--- src/rtl/card_board_ctrl.sv ---
// Memory-game board controller: owns layout and card states, builds the formato_bus words (CARD_PEEK_EN adds reveal masking).
// Latency: a pick shows after its edge; compare resolves on the next edge; a mismatch hides HOLD_CYCLES+1 edges after the second pick.
// Backpressure: sel_ready is high only in IDLE/ONE; picks of invalid or already-revealed cards are accepted and dropped.
module card_board_ctrl #(
  parameter int NCARDS      = 16,
  parameter int HOLD_CYCLES = 25_000_000
) (
  input  logic                  clk,
  input  logic                  rst,
  input  logic                  load,
  input  logic [NCARDS*3-1:0]   layout,
  input  logic                  sel_valid,
  input  logic [3:0]            sel_idx,
  output logic                  sel_ready,
  input  logic                  peek,
  output logic [NCARDS*5-1:0]   formato_bus,
  output logic [3:0]            pairs_found,
  output logic [7:0]            turns,
  output logic                  game_done
);

  localparam int CW = $clog2(HOLD_CYCLES + 1);

  typedef enum logic [2:0] {IDLE, ONE, CHECK, WAIT, DONE} state_t;

  state_t                state_q, state_d;
  logic [NCARDS*3-1:0]   layout_q;
  logic [2*NCARDS-1:0]   card_st;
  logic [3:0]            idx_a, idx_b;
  logic [CW-1:0]         hold_cnt;
  logic [3:0]            pairs_q;
  logic [7:0]            turns_q;

  logic [1:0]            pick_st;
  logic [2:0]            sym_a, sym_b;
  logic                  pick_ok, sym_eq, hold_end, last_pair, peek_on;

  // Out-of-range indices keep pick_st at 11, which never qualifies as hidden.
  always_comb begin
    pick_st = 2'b11;
    sym_a   = 3'd0;
    sym_b   = 3'd0;
    for (int i = 0; i < NCARDS; i++) begin
      if (sel_idx == 4'(i)) pick_st = card_st[2*i +: 2];
      if (idx_a == 4'(i))   sym_a   = layout_q[3*i +: 3];
      if (idx_b == 4'(i))   sym_b   = layout_q[3*i +: 3];
    end
  end

  assign pick_ok   = sel_valid && sel_ready && (pick_st == 2'b00);
  assign sym_eq    = (sym_a == sym_b);
  assign hold_end  = (hold_cnt == CW'(HOLD_CYCLES - 1));
  assign last_pair = (pairs_q == 4'(NCARDS / 2 - 1));

  always_comb begin
    state_d   = state_q;
    sel_ready = 1'b0;
    case (state_q)
      IDLE: begin
        sel_ready = 1'b1;
        if (pick_ok) state_d = ONE;
      end
      ONE: begin
        sel_ready = 1'b1;
        if (pick_ok) state_d = CHECK;
      end
      CHECK: begin
        if (!sym_eq)        state_d = WAIT;
        else if (last_pair) state_d = DONE;
        else                state_d = IDLE;
      end
      WAIT:    if (hold_end) state_d = IDLE;
      DONE:    state_d = DONE;
      default: state_d = IDLE;
    endcase
    if (load) state_d = IDLE;
  end

  always_ff @(posedge clk or posedge rst) begin
    if (rst) state_q <= IDLE;
    else     state_q <= state_d;
  end

  always_ff @(posedge clk or posedge rst) begin
    if (rst) begin
      layout_q <= '0;
      card_st  <= '0;
      idx_a    <= 4'd0;
      idx_b    <= 4'd0;
      hold_cnt <= '0;
      pairs_q  <= 4'd0;
      turns_q  <= 8'd0;
    end else if (load) begin
      layout_q <= layout;
      card_st  <= '0;
      hold_cnt <= '0;
      pairs_q  <= 4'd0;
      turns_q  <= 8'd0;
    end else begin
      case (state_q)
        IDLE, ONE: begin
          if (pick_ok) begin
            for (int i = 0; i < NCARDS; i++)
              if (sel_idx == 4'(i)) card_st[2*i +: 2] <= 2'b01;
            if (state_q == IDLE) idx_a <= sel_idx;
            else                 idx_b <= sel_idx;
          end
        end
        CHECK: begin
          if (turns_q != 8'hFF) turns_q <= turns_q + 8'd1;
          if (sym_eq) begin
            for (int i = 0; i < NCARDS; i++)
              if (idx_a == 4'(i) || idx_b == 4'(i)) card_st[2*i +: 2] <= 2'b10;
            pairs_q <= pairs_q + 4'd1;
          end else begin
            hold_cnt <= '0;
          end
        end
        WAIT: begin
          hold_cnt <= hold_cnt + CW'(1);
          if (hold_end)
            for (int i = 0; i < NCARDS; i++)
              if (idx_a == 4'(i) || idx_b == 4'(i)) card_st[2*i +: 2] <= 2'b00;
        end
        default: ;
      endcase
    end
  end

`ifdef CARD_PEEK_EN
  assign peek_on = peek;
`else
  logic unused_peek;
  assign unused_peek = peek;
  assign peek_on     = 1'b0;
`endif

  // Peek only masks the output view; stored states stay untouched.
  for (genvar g = 0; g < NCARDS; g++) begin : g_fmt
    assign formato_bus[5*g +: 5] = {layout_q[3*g +: 3],
        (peek_on && card_st[2*g +: 2] == 2'b00) ? 2'b10 : card_st[2*g +: 2]};
  end

  assign pairs_found = pairs_q;
  assign turns       = turns_q;
  assign game_done   = (state_q == DONE);

endmodule
--- config.mk ---
export PLATFORM = sky130hd
export DESIGN_NAME = card_board_ctrl
export DESIGN_NICKNAME = d
export VERILOG_FILES = /design/src/rtl/card_board_ctrl.sv
export SDC_FILE = /design/constraint.sdc
export NUM_CORES = 1
export LEC_CHECK = 0
export CORE_MARGIN = 2
export CORE_UTILIZATION = 45
export CTS_BUF_LIST = sky130_fd_sc_hd__clkbuf_4
export DETAILED_ROUTE_END_ITERATION = 8
export GPL_ROUTABILITY_DRIVEN = 0
export PLACE_DENSITY = 0.71
export SYNTH_ARGS = -nofsm -noshare
export SYNTH_HDL_FRONTEND = slang
export SYNTH_SLANG_ARGS = --single-unit
--- constraint.sdc ---
create_clock -name clk -period 5.09 [get_ports clk]
set_input_delay 1.018 -clock clk [delete_from_list [all_inputs] [get_ports clk]]
set_output_delay 1.018 -clock clk [all_outputs]
set_load 0.005 [all_outputs]
# Word-level counts from Yosys, hierarchy flattened
# Cells that the tools add are included.
[classes]
addsub = 3
n_eq_ne = 107
mux = 118
n_reduce_logical = 51
bitwise_logic = 2
[ops]
columns = ["cell", "n"]
rows = [
  ["2-to-1 mux 2 bit", 64],
  ["2-to-1 mux 32 bit", 4],
  ["2-to-1 mux 3 bit", 38],
  ["AND reduction 7 bit", 16],
  ["inequality test 3 bit (second input constant)", 37],
  ["equality test 4 bit (second input constant)", 24],
  ["case mux 32 bit (3 select lines)", 1],
  ["equality test 4 x 3 -> 1 bit (second input constant)", 13],
  ["inequality test 3 x 1 -> 1 bit (second input constant)", 17],
  ["2-to-1 mux 25 bit", 2],
  ["case mux 25 bit (2 select lines)", 1],
  ["adder 25 x 1 -> 25 bit (second input constant)", 1],
  ["equality test 25 bit (second input constant)", 1],
  ["equality test 4 x 2 -> 1 bit (second input constant)", 6],
  ["2-to-1 mux 8 bit", 3],
  ["logical OR 1 bit", 16],
  ["case mux 3 bit (5 select lines)", 1],
  ["equality test 4 x 1 -> 1 bit (second input constant)", 3],
  ["logical NOT 4 bit", 3],
  ["2-to-1 mux 4 bit", 3],
  ["adder 8 x 1 -> 8 bit (second input constant)", 1],
  ["inequality test 8 bit (second input constant)", 1],
  ["AND reduction 4 bit", 2],
  ["equality test 3 x 2 -> 1 bit (second input constant)", 2],
  ["other kinds (15)", 21],
]
[totals]
elab_cells = 304
out_inout_bits = 94
register_bits = 128
in_bits = 57

# Longest topological paths before layout
[depth]
ltp_word = 22
ltp_mapped = 12
mapped_depth_nobuf = 9

# Worst setup path before layout
# OpenSTA, ideal clock, no wires.
[synth_timing]
path_kind = "input-to-reg"
start = "in sel_idx[3]"
end = "reg card_st[8]"
cell_stages = 8
slack_ns = 1.992
setup_time_ns = 0.099
t_arrival_ns = 2.999
n_path_buf = 0
path_cell_list = "and2b_1 or4b_2 nand4b_1 a21oi_1 o21a_1 nor4b_2 a21oi_1 a311oi_1"
[synth_via]
elab_chain_cells = 21
elab_cells_between_ends = 37
cone_classes = "eq/ne (17); mux (16); reduce/logical (4)"
[synth_lines]
columns = ["item", "line_no", "source"]
rows = [
  ["from (decl)", "13", "input logic [3:0] sel_idx,"],
  ["logical NOT 4 bit", "44", "if (sel_idx == 4'(i)) pick_st = card_st[2*i +: 2];"],
  ["2-to-1 mux 2 bit (16 in series)", "44", ""],
  ["logical NOT 2 bit", "50", "assign pick_ok = sel_valid && sel_ready && (pick_st == 2'b00);"],
  ["logical AND 1 bit", "50", ""],
  ["inequality test 3 x 1 -> 1 bit (no line)", "n/a", ""],
  ["AND reduction 7 bit (no line) (*)", "n/a", ""],
  ["to (signal assigned)", "87", "card_st <= '0;"],
  ["to (signal assigned)", "95", "card_st <= '0;"],
  ["to (signal, indexed assignment)", "104", "if (sel_idx == 4'(i)) card_st[2*i +: 2] <= 2'b01;"],
  ["to (decl)", "28", "logic [2*NCARDS-1:0] card_st;"],
]
# Mark *: on every way between the ends. The rest lies on a longest branch, timed or not.
# A chain may end at the register's enable or synchronous reset.

# Final worst setup path
[layout_timing]
start = "in sel_idx[3]"
end = "reg card_st[22]"
# Same word-level chain as after synthesis.

==> results.sh <==
export IMPL_num_rows=48
export IMPL_cts_tree="built"
export IMPL_postCtsHoldBufs=0
export IMPL_avgSynthCellArea_um2=9.46
export IMPL_synth_area_um2=7880
export IMPL_place_hpwl_mm=15.9
export IMPL_cts_buffer_depth=2
export IMPL_worst_path_max_fanout=15
export IMPL_path_clk_slew_ns=0.10
export IMPL_final_layout_size_suffix_gt1_share_pct=14.0
export IMPL_min_path_type="flop to flop"
export IMPL_startpoint_type="input port"
export IMPL_drt_total_wl_mm=22.9
export IMPL_cts_num_sinks=128
export IMPL_grt_ovfl_total=0
export IMPL_power_leakage_nw=3.80
export IMPL_track_usage_pct=25.5
export IMPL_synth_cell_types=74
export IMPL_clockRootBuffer="clkbuf_4"
export IMPL_yosysMostFrequentCell="dfrtp_1"
export IMPL_die_h_um=136
export IMPL_drc=0
export IMPL_synth_nets=893
export IMPL_cp_data_required_time_ns=5.54
export IMPL_synth_edf_count=0
export IMPL_r2r_cells=9
export IMPL_r2r_setup_slack_ns=1.36
export IMPL_grt_pass1_vias=6937
export IMPL_drtIter0Drc=619
export IMPL_antenna_found_initial=1
export IMPL_max_slew_margin_pct=25.0
export IMPL_fin_util_pct=56.4
export IMPL_fmax_mhz=264
export IMPL_crit_arrival_ns=4.24
export IMPL_dpl_cell_count=1153
export IMPL_io_pins=151
export IMPL_rsz0062_at_grt="no"
export IMPL_initial_utilization_pct=45.9
export IMPL_synthArstFlopShare_pct=100
export IMPL_clk_latency_ns=0.55
export IMPL_grt_pass1_wl_mm=37.3
export IMPL_drv_slew=0
export IMPL_synth_top_cells_by_count="dfrtp_1, a21oi_1, mux2_2"
export IMPL_vias=7290
export IMPL_grt_max_degree=63
export IMPL_fin_tns_setup_ns=0
export IMPL_io_buffers=149
export IMPL_cts_made_buffers=17
export IMPL_post_cts_setup_buffers=0
export IMPL_synthFlopType="dfrtp_1"
export IMPL_crit_start="sel_idx[3]"
export IMPL_setup_worst_path_end_class="flop"
export IMPL_status="finished, final reports clean"
export IMPL_ys_warn_count=0
export IMPL_criticalPathCategory="input port to flop"
export IMPL_finalHoldViolations=0
export IMPL_ant_nets=0
export IMPL_dieWidth_um=136
export IMPL_min_period_over_period_pct=74.4
export IMPL_maxCapViolCount=0
export IMPL_min_period_ns=3.78
export IMPL_firstDrtPassIters=5
export IMPL_core_area_um2=17200
export IMPL_timing_rr_end="hold_cnt[1]$_DFFE_PP0P_"
export IMPL_finalClockSkew_ns=0.0134
export IMPL_worst_slew_pin_slew_ns=1.13
export IMPL_nets=1007
export IMPL_netlist_instances=833
export IMPL_vdd_drop_max_uv=269
export IMPL_synth_area_leader_cell="dfrtp_1"
export IMPL_synth_seq_cells=128
export IMPL_p_per_area_nw_per_um2=393
export IMPL_syn2layout_area_growth_pct=22.9
export IMPL_ys_seq_area_share_pct=40.7
export IMPL_die_area_um2=18600
export IMPL_final_cell_count_no_fill=1183
export IMPL_wire_per_inst_um=19.4
export IMPL_endpoint="card_st[22]$_DFFE_PP0P_"
export IMPL_synth_area_leaders="dfrtp_1, mux2_2, a21oi_1"
export IMPL_synth_top_area_share_pct=40.7
export IMPL_routed_via_density=6.16
export IMPL_setup_violations=0
export IMPL_post_cts_resized=0
export IMPL_htree_levels=4
export IMPL_r2r_start="idx_b[1]$_DFFE_PP0P_"
==> sequential cells by signal, summed over array words and instances, names as in the netlist <==
name	flops
hold_cnt	25
idx_a	4
state_q	3
layout_q	48
pairs_found	4
card_st	32
turns	8
idx_b	4
==> placed cells by master, fill, tap and decap left out, types with 10 or more instances in the layout <==
| cell | instances |
|---|---|
| nand3_1 | 25 |
| clkbuf_4 | 18 |
| buf_4 | 15 |
| inv_1 | 23 |
| a211oi_1 | 13 |
| nor3_1 | 16 |
| mux2_2 | 58 |
| nand2b_1 | 30 |
| o21ai_0 | 40 |
| nor2_1 | 57 |
| a311oi_1 | 13 |
| nand2_1 | 48 |
| nor2b_1 | 15 |
| o22ai_1 | 12 |
| a21oi_1 | 62 |
| dfrtp_1 | 128 |
| a31oi_1 | 10 |
| a221o_1 | 10 |
| and3_1 | 14 |
| clkdlybuf4s50_1 | 148 |
| o32ai_1 | 11 |
| mux2i_1 | 22 |
==> area by class of cell <==
cell class	instances	area (um^2)
repair buffers	163	1590
clock buffers	18	135
well taps	225	282
inverters	24	92.6
flip-flops and latches	128	3200
diodes	1	2.50
clock inverters	11	76.3
fillers	1606	7500
multi-input cells	613	4290
==> critical path, stage by stage <==
cell and delay (ns):
clkdlybuf4s50_1 0.71, and2b_1 0.44, or4b_2 0.65, nand4b_1 0.12
a21oi_1 0.07, o21ai_0 0.40, buf_4 0.24, and3_1 0.25
a21oi_1 0.09, a311oi_1 0.24
==> per-stage QoR <==
step           setup WS (ns)  total power, mW  cell area (um^2)  hold WS (ns)
5_1_grt                 1.16             4.03              9680         0.540
3_3_place_gp           0.868             3.16              9470         0.490
3_5_place_dp           0.869             3.17              9470         0.505
6_report                1.31             3.80              9680         0.511
2_1_floorplan          0.659             2.62              7880         0.476
4_1_cts                 1.43             3.78              9680         0.521
==> power breakdown <==
group,switching [mW],internal [mW],leakage [nW]
Clock,0.373,0.227,0.121
Combinational,0.980,0.784,2.03
Sequential,0.308,1.13,1.65
==> how the worst min path moves through the flow <==
stage | start | to | slack, ns | depth (start not counted)
2_1_floorplan | hold_cnt[24]$_DFFE_PP0P_ | hold_cnt[24]$_DFFE_PP0P_ | 0.48 | 1
3_3_place_gp | hold_cnt[0]$_DFFE_PP0P_ | hold_cnt[0]$_DFFE_PP0P_ | 0.49 | 1
3_5_place_dp | hold_cnt[0]$_DFFE_PP0P_ | hold_cnt[0]$_DFFE_PP0P_ | 0.51 | 1
4_1_cts | hold_cnt[0]$_DFFE_PP0P_ | hold_cnt[0]$_DFFE_PP0P_ | 0.52 | 1
5_1_grt | hold_cnt[0]$_DFFE_PP0P_ | hold_cnt[0]$_DFFE_PP0P_ | 0.54 | 1
6_report | hold_cnt[0]$_DFFE_PP0P_ | hold_cnt[0]$_DFFE_PP0P_ | 0.51 | 1
==> logic make-up after synthesis <==
logic type,share of synthesized area [%]
compound gates,23.1
xor+xnor,1.00
simple gates,18.1
fa+ha+maj,0.477
mux,11.8
flops,40.7
buf+inv,4.92
==> per-layer routing <==
metal	routed length, um	vias to the layer above	share of wire [%]	GRT usage, %
met1	10700	3607	47	37.6
li1	-	3375	-	-
met4	276	0	1.2	6.71
met5	0	-	0	0
met2	10200	287	45	37.1
met3	1700	21	7.4	6.26
Note: power is estimated with default switching activity, not from simulation.
